===== src/rtl/jk_reg_bank.sv =====
// jk_reg_bank: WIDTH JK flip-flops with parallel load, change flag and a saturating
// toggle-event counter. Define JK_REG_BANK_PARITY_EN to build the registered even-parity output q_par.
module jk_reg_bank #(
   parameter int               WIDTH   = 8,
   parameter logic [WIDTH-1:0] RST_VAL = {WIDTH{1'b0}},
   parameter int               CNT_W   = 8
) (
   input  logic             clk,
   input  logic             rst,
   input  logic             en,
   input  logic [WIDTH-1:0] j,
   input  logic [WIDTH-1:0] k,
   input  logic             load,
   input  logic [WIDTH-1:0] d,
   input  logic             clr_cnt,
   output logic [WIDTH-1:0] q,
   output logic [WIDTH-1:0] qn,
   output logic             chg,
   output logic [CNT_W-1:0] tog_cnt,
   output logic             tog_sat,
   output logic             q_par
);

   localparam logic [CNT_W-1:0] CNT_MAX = {CNT_W{1'b1}};
   localparam logic [CNT_W-1:0] CNT_ONE = {{(CNT_W-1){1'b0}}, 1'b1};

   logic [WIDTH-1:0] q_next;
   logic [CNT_W-1:0] cnt_next;
   logic             tog_evt;

   // Load beats the JK update; JK per bit is q+ = j&~q | ~k&q.
   always_comb begin
      // NOTE: default assignment first so every path drives q_next and no latch is inferred.
      q_next = q;
      if (load) begin
         q_next = d;
      end else if (en) begin
         q_next = (j & ~q) | (~k & q);
      end
   end

   // One event per edge no matter how many bits toggle.
   assign tog_evt = ~load & en & (|(j & k));

   always_comb begin
      cnt_next = tog_cnt;
      if (clr_cnt) begin
         cnt_next = '0;
      end else if (tog_evt && (tog_cnt != CNT_MAX)) begin
         cnt_next = tog_cnt + CNT_ONE;
      end
   end

   always_ff @(posedge clk) begin
      // NOTE: non-blocking assignments so every register samples pre-edge values.
      if (rst) begin
         q       <= RST_VAL;
         chg     <= 1'b0;
         tog_cnt <= '0;
         tog_sat <= 1'b0;
      end else begin
         q       <= q_next;
         chg     <= (q_next != q);
         tog_cnt <= cnt_next;
         tog_sat <= (cnt_next == CNT_MAX);
      end
   end

   assign qn = ~q;

`ifdef JK_REG_BANK_PARITY_EN
   // Parity of q_next keeps q_par coincident with q.
   always_ff @(posedge clk) begin
      if (rst) begin
         q_par <= ^RST_VAL;
      end else begin
         q_par <= ^q_next;
      end
   end
`else
   assign q_par = 1'b0;
`endif

endmodule


===== config.mk =====
export PLATFORM = sky130hd
export DESIGN_NAME = jk_reg_bank
export DESIGN_NICKNAME = d
export VERILOG_FILES = /design/src/rtl/jk_reg_bank.sv
export SDC_FILE = /design/constraint.sdc
export NUM_CORES = 1
export LEC_CHECK = 0
export BUFFER_PORTS_ARGS = -buffer_cell sky130_fd_sc_hd__clkbuf_2
export CAP_MARGIN = 20
export CORE_ASPECT_RATIO = 1.1
export CORE_UTILIZATION = 48
export DETAILED_ROUTE_END_ITERATION = 8
export HOLD_SLACK_MARGIN = 0.1
export PLACE_DENSITY = 0.94
export SYNTH_ARGS = -nofsm -noshare
export SYNTH_HDL_FRONTEND = slang
export SYNTH_SLANG_ARGS = --single-unit

===== constraint.sdc =====
create_clock -name clk -period 2.8 [get_ports clk]
set_input_delay 0.14 -clock clk [delete_from_list [all_inputs] [get_ports clk]]
set_output_delay 0.14 -clock clk [all_outputs]
set_load 0.01 [all_outputs]

======== Word level (Yosys, flattened, before mapping) ========
Cells that the tools add are included.
Widths: inputs -> output; s select.
word-level totals
  register bits ........................... 18
  bits of input ports ..................... 29
  output and inout port bits .............. 27
  word-level logic and storage cells ...... 23
cells by class
  add/sub/neg operators ................... 1
  eq/ne operators ......................... 3
  mux-type cells .......................... 4
  bitwise operators ....................... 9
  reduce and logical (&&, ||, !) cells .... 2
operator list
  kind                 count
  $mux 8               4
  $and 8x8->8          3
  $not 8->8            2
  $add 8x1->8 const B  1
  $eq 8x8->1 const B   1
  $ne 8x8->1           1
  $ne 8x8->1 const B   1
  $or 8x8->8           1
  $reduce_or 8->1      1
  $and 1x1->1          2
  $logic_and 1x1->1    1
  $not 1->1            1

======== Depth between registers and ports, before layout ========
  depth after elaboration ................. 7
  mapped depth ............................ 6
  depth with buffers taken out ............ 6

======== Least setup slack after synthesis ========
OpenSTA, ideal clock, no wires.
  path type ............................... register to register
  start point ............................. register tog_cnt[0]
  end point ............................... register tog_sat
  setup time .............................. 0.103 ns
  arrival time ............................ 1.922 ns
  required time ........................... 2.697 ns
  slack ................................... 0.774 ns
  stages on the path, launching flop included .. 7
  buffers on the path ..................... 0
  clock period less this slack ............ 2.026 ns
  cell sequence ........................... dfxtp_1 > ha_1 > nand4_1 > nor3_1 > o31a_2 > o21ai_0 > a2111oi_2
on the way
  longest elaborated chain between the ends .. 5
  elaborated cells on any way between the ends .. 6
  those cells by class .................... add/sub: 1; eq/ne: 2; mux: 2; reduce/logical: 1
ends and longest elaborated chain
  element                                              line  text
  start, declared                                      19    output logic [CNT_W-1:0] tog_cnt,
  start signal, assigned                               64    tog_cnt <= cnt_next;
  branches (longest 2 deep; another with $add 8x1->8)  n/a
  $mux 8 (*)                                           49    end else if (tog_evt && (tog_cnt != CNT_MAX)) begin
  $mux 8 (*)                                           47    if (clr_cnt) begin
  $eq 8x8->1 (*)                                       65    tog_sat <= (cnt_next == CNT_MAX);
  end signal, assigned                                 65
  end, declared                                        20    output logic tog_sat,
Mark *: on every way between the ends.
A chain may end at the register's enable or synchronous reset.

======== Worst setup path after layout ========
Same ends and word-level chain as after synthesis.

==> Implementation_results.wiki <==
{| class="wikitable"
! Metric !! Value
|-
| Status || finished, final reports clean
|-
| # Max-Cap Violations || 0
|-
| Row count || 17
|-
| Antenna violations before repair || 0
|-
| Time the final worst path needs with I/O delays and setup || 1.974 ns
|-
| Area share of the largest cell type after synthesis || 32.54%
|-
| Max frequency || ~0.5 GHz
|-
| Drt first-iter violations || 54
|-
| Clock buffer depth || 2
|-
| TritonCTS sink count || 18
|-
| Total leakage power || 0.0006002 uW
|-
| Final Core Density || between 60% and 70%
|-
| Cell with the largest stage delay on the worst path || dfxtp_1
|-
| Placeable core region || 2085 sq um
|-
| Number of inserted diodes || 0
|-
| Final setup margin || a little over 0.8 ns
|-
| Total power after layout || 575.9 uW
|-
| CTS Root Cell || clkbuf_4
|-
| Post-detailed-placement half-perimeter wirelength || 2284 um
|-
| Internal power consumption || between 400 and 500 uW
|-
| CTS buffer count || 3
|-
| Startpoint kind of the worst setup timing path || flop
|-
| Largest area contributor in the synthesized netlist || dfxtp_1
|-
| Area growth from synthesis to layout || 29.27%
|-
| Distinct cell type count of the synthesized netlist || 35
|-
| Resized Gates After CTS || 0
|-
| Slew Viols, Final || 0
|-
| Launch point of the worst hold path || d[0]
|-
| Fraction of final layout cells with drive strength greater than 1 || approximately a third
|-
| Switch share || 29.40%
|-
| Vias in the first global route || around 1100
|-
| Placed cell areas || 1385 sq um
|-
| Startpoint-to-endpoint class of the critical path || reg -> reg
|-
| Fraction of the yosys area taken by sequential cells || between 30% and 40%
|-
| Top cells by count, synth || a21oi_1, dfxtp_1, nor2_1
|-
| Floorplan die width || 47.80 um
|-
| Clock-pin slew on the worst setup and hold paths || 0.10 ns
|-
| Cell area after layout || roughly 1400 sq um
|-
| Worst reg2reg startpoint || tog_cnt[0]
|-
| TritonCTS clock tree || done
|-
| Proportion of power drawn by the clock network || 28.1%
|-
| Post-Syn Area per Cell || slightly above 8 sq um
|-
| Setup violation total in the final timing report || 0
|-
| Crit path arrival time || 2.18 ns
|-
| Final global-route overflow total || 0
|-
| Async set or reset register ratio after synthesis || 0%
|-
| Total Die Area || 2503 sq um
|-
| Top-level port count || 56
|-
| Crit. Startpoint || tog_cnt[0]
|-
| Summed instance area of the synthesized netlist || 1107 sq um
|-
| Endpoint of the worst register-to-register path || tog_sat
|-
| Actual transition at the worst max-transition pin || 0.6253 ns
|-
| Global-route wire length before repair || 4347 um
|-
| Routed len/inst || 13.72 um
|-
| Post-route clock period utilization || 70.50%
|-
| Power dissipated by switching net loads || 169.3 uW
|-
| Routed vias/inst || 5.834
|-
| Iteration count of the initial detailed-routing pass || 4
|-
| Cell count after synthesis || 137
|-
| Kind of capture point of the worst setup path || flop
|-
| Top post-synthesis cells by area || dfxtp_1, xnor2_1, a21oi_1
|-
| Gp weighted congestion || 0.8786
|-
| Synthesis warning total || 0
|-
| Fin. Hold Viols || 0
|-
| Worst path bufs/invs || 0
|-
| Hold-critical path depth || 3
|-
| Worst Hold End || q[0]
|-
| Post-Place Worst Slack || approximately 0.75 ns
|-
| Req. time, crit path || 3.01 ns
|-
| Number of I/O port buffers || 54
|-
| H-tree level count || 1
|-
| Hold/Removal Path Class || in -> reg
|-
| Worst reg-to-reg setup slack || 0.83 ns
|-
| Worst R2R Path Depth || 6
|-
| Vertical extent of the die || 52.38 um
|-
| Part of the total power dissipated in combinational logic || about a quarter
|-
| Fill cells || 173
|-
| DRC violations left || 0
|-
| Final-layout setup total negative slack || 0 ns
|-
| Worst-Skew Late Latency || 0.30 ns
|-
| Post-synthesis net count || 167
|-
| Maximum fanout along the worst path || 6
|-
| Critical Path Max Stage Delay || 0.44 ns
|-
| Total GRT Usage || 24.50%
|-
| Number of vias in the routed layout || between 1000 and 1500
|-
| Sequential share of power || 48.4%
|-
| Synthesis-stage register bit count || 18
|-
| Max rail drop VDD || about 0.00027 V
|-
| Layout Nets || 220
|-
| Flip-flop cell with the highest count after synthesis || dfxtp_1
|-
| CP delay by family, top || simple AND/OR/NAND/NOR gates
|-
| Worst Skew || 0.003840 ns
|-
| Cells traversed along the worst timing path || ha_1 -> nand4_1 -> nor2_1 -> nor2_2 -> or3_1 -> a2111oi_2
|-
| Maximum number of pins on one net before global-route repair || 21
|-
| Max-Slew Margin vs Limit || 58.17%
|-
| Wire length after detailed routing || 2978 um
|-
| Number of enable-type register cells in the synthesized netlist || 0
|-
| Post-route ant nets || 0
|-
| Initial core utilization || 53.12%
|-
| Power per standard cell area || 402.3 nW/um^2
|-
| Setup repair after global routing missed its margin || no
|}
stage by stage:
stage / cells / hold WS, ns
final: 217 / 0.1084
after detailed placement: 212 / 0.4135
after floorplan: 137 / 0.2847
after global placement: 212 / 0.4105
after global routing: 217 / 0.1161
after CTS: 217 / 0.1039
worst min-delay path, cell delays in order:
cell and delay (ns):
clkbuf_2 0.10, a21oi_1 0.06, nor2_1 0.07
cell type report:
class                           count  area, sq um  area share (%)
Clock buffer                        4        36.28           2.535
Multi-Input combinational cell    100        670.6           46.85
Inverter                           11        41.29           2.885
Tap cell                           28        35.03           2.448
Timing Repair Buffer               56        287.8           20.10
Sequential cell                    18        360.3           25.17
flip-flops by register name (all words and copies together) (netlist names):
signal,count
q,8
tog_cnt,8
chg,1
tog_sat,1
placed cells by master (no fill, tap or decap), drive strengths merged, types with 2 or more instances in the layout:
cell type / n
dfxtp: 18
nor2b: 2
o21ai: 2
a22o: 5
nand4: 2
a22oi: 2
a21oi: 18
inv: 11
nor3: 5
nand2: 2
nor4: 2
xnor2: 14
clkbuf: 58
nor3b: 2
a221oi: 2
a311oi: 8
a31oi: 2
nor2: 16
nand3: 4
metal layers:
layer | vias up | part of all wire (%) | GRT usage [%]
met4 | 0 | 2.9 | 16.67
met5 | - | 0 | 0
met2 | 79 | 48 | 42.12
met1 | 566 | 40 | 25.21
met3 | 10 | 8.9 | 5.172
li1 | 611 | - | -
repair_timing:
| action | in CTS | in global routing |
|---|---|---|
| hold endpoints to repair | 1 | 0 |
| buffers inserted | 0 | 0 |
| hold buffers | 1 | 0 |
logic make-up after synthesis:
kind of cell	count (synthesis)	synth area share [%]
AO/OA/AOI/OAI	46	31.19
buffers and inverters	19	6.892
flip-flops	18	32.54
other	1	0.3387
AND/OR/NAND/NOR	38	16.84
adder cells (fa/ha/maj)	1	1.130
XOR/XNOR	14	11.07
power by group through the flow:
stage	Combinational [uW]	Sequential (uW)	Clock, uW
after floorplan	75.6	287	0
after global placement	128	283	0
after detailed placement	132	284	0
after CTS	134	278	164
after global routing	149	280	174
final	135	279	162
worst max-delay path by stage:
stage,end,slack (ns),cells after the start
finish,tog_sat,0.83,6
global route,tog_sat,0.69,6
CTS,tog_sat,0.81,6
detailed placement,tog_sat,0.75,6
global placement,tog_sat,0.86,6
floorplan,tog_sat,0.77,6
Power figures use the tool's default switching activity.
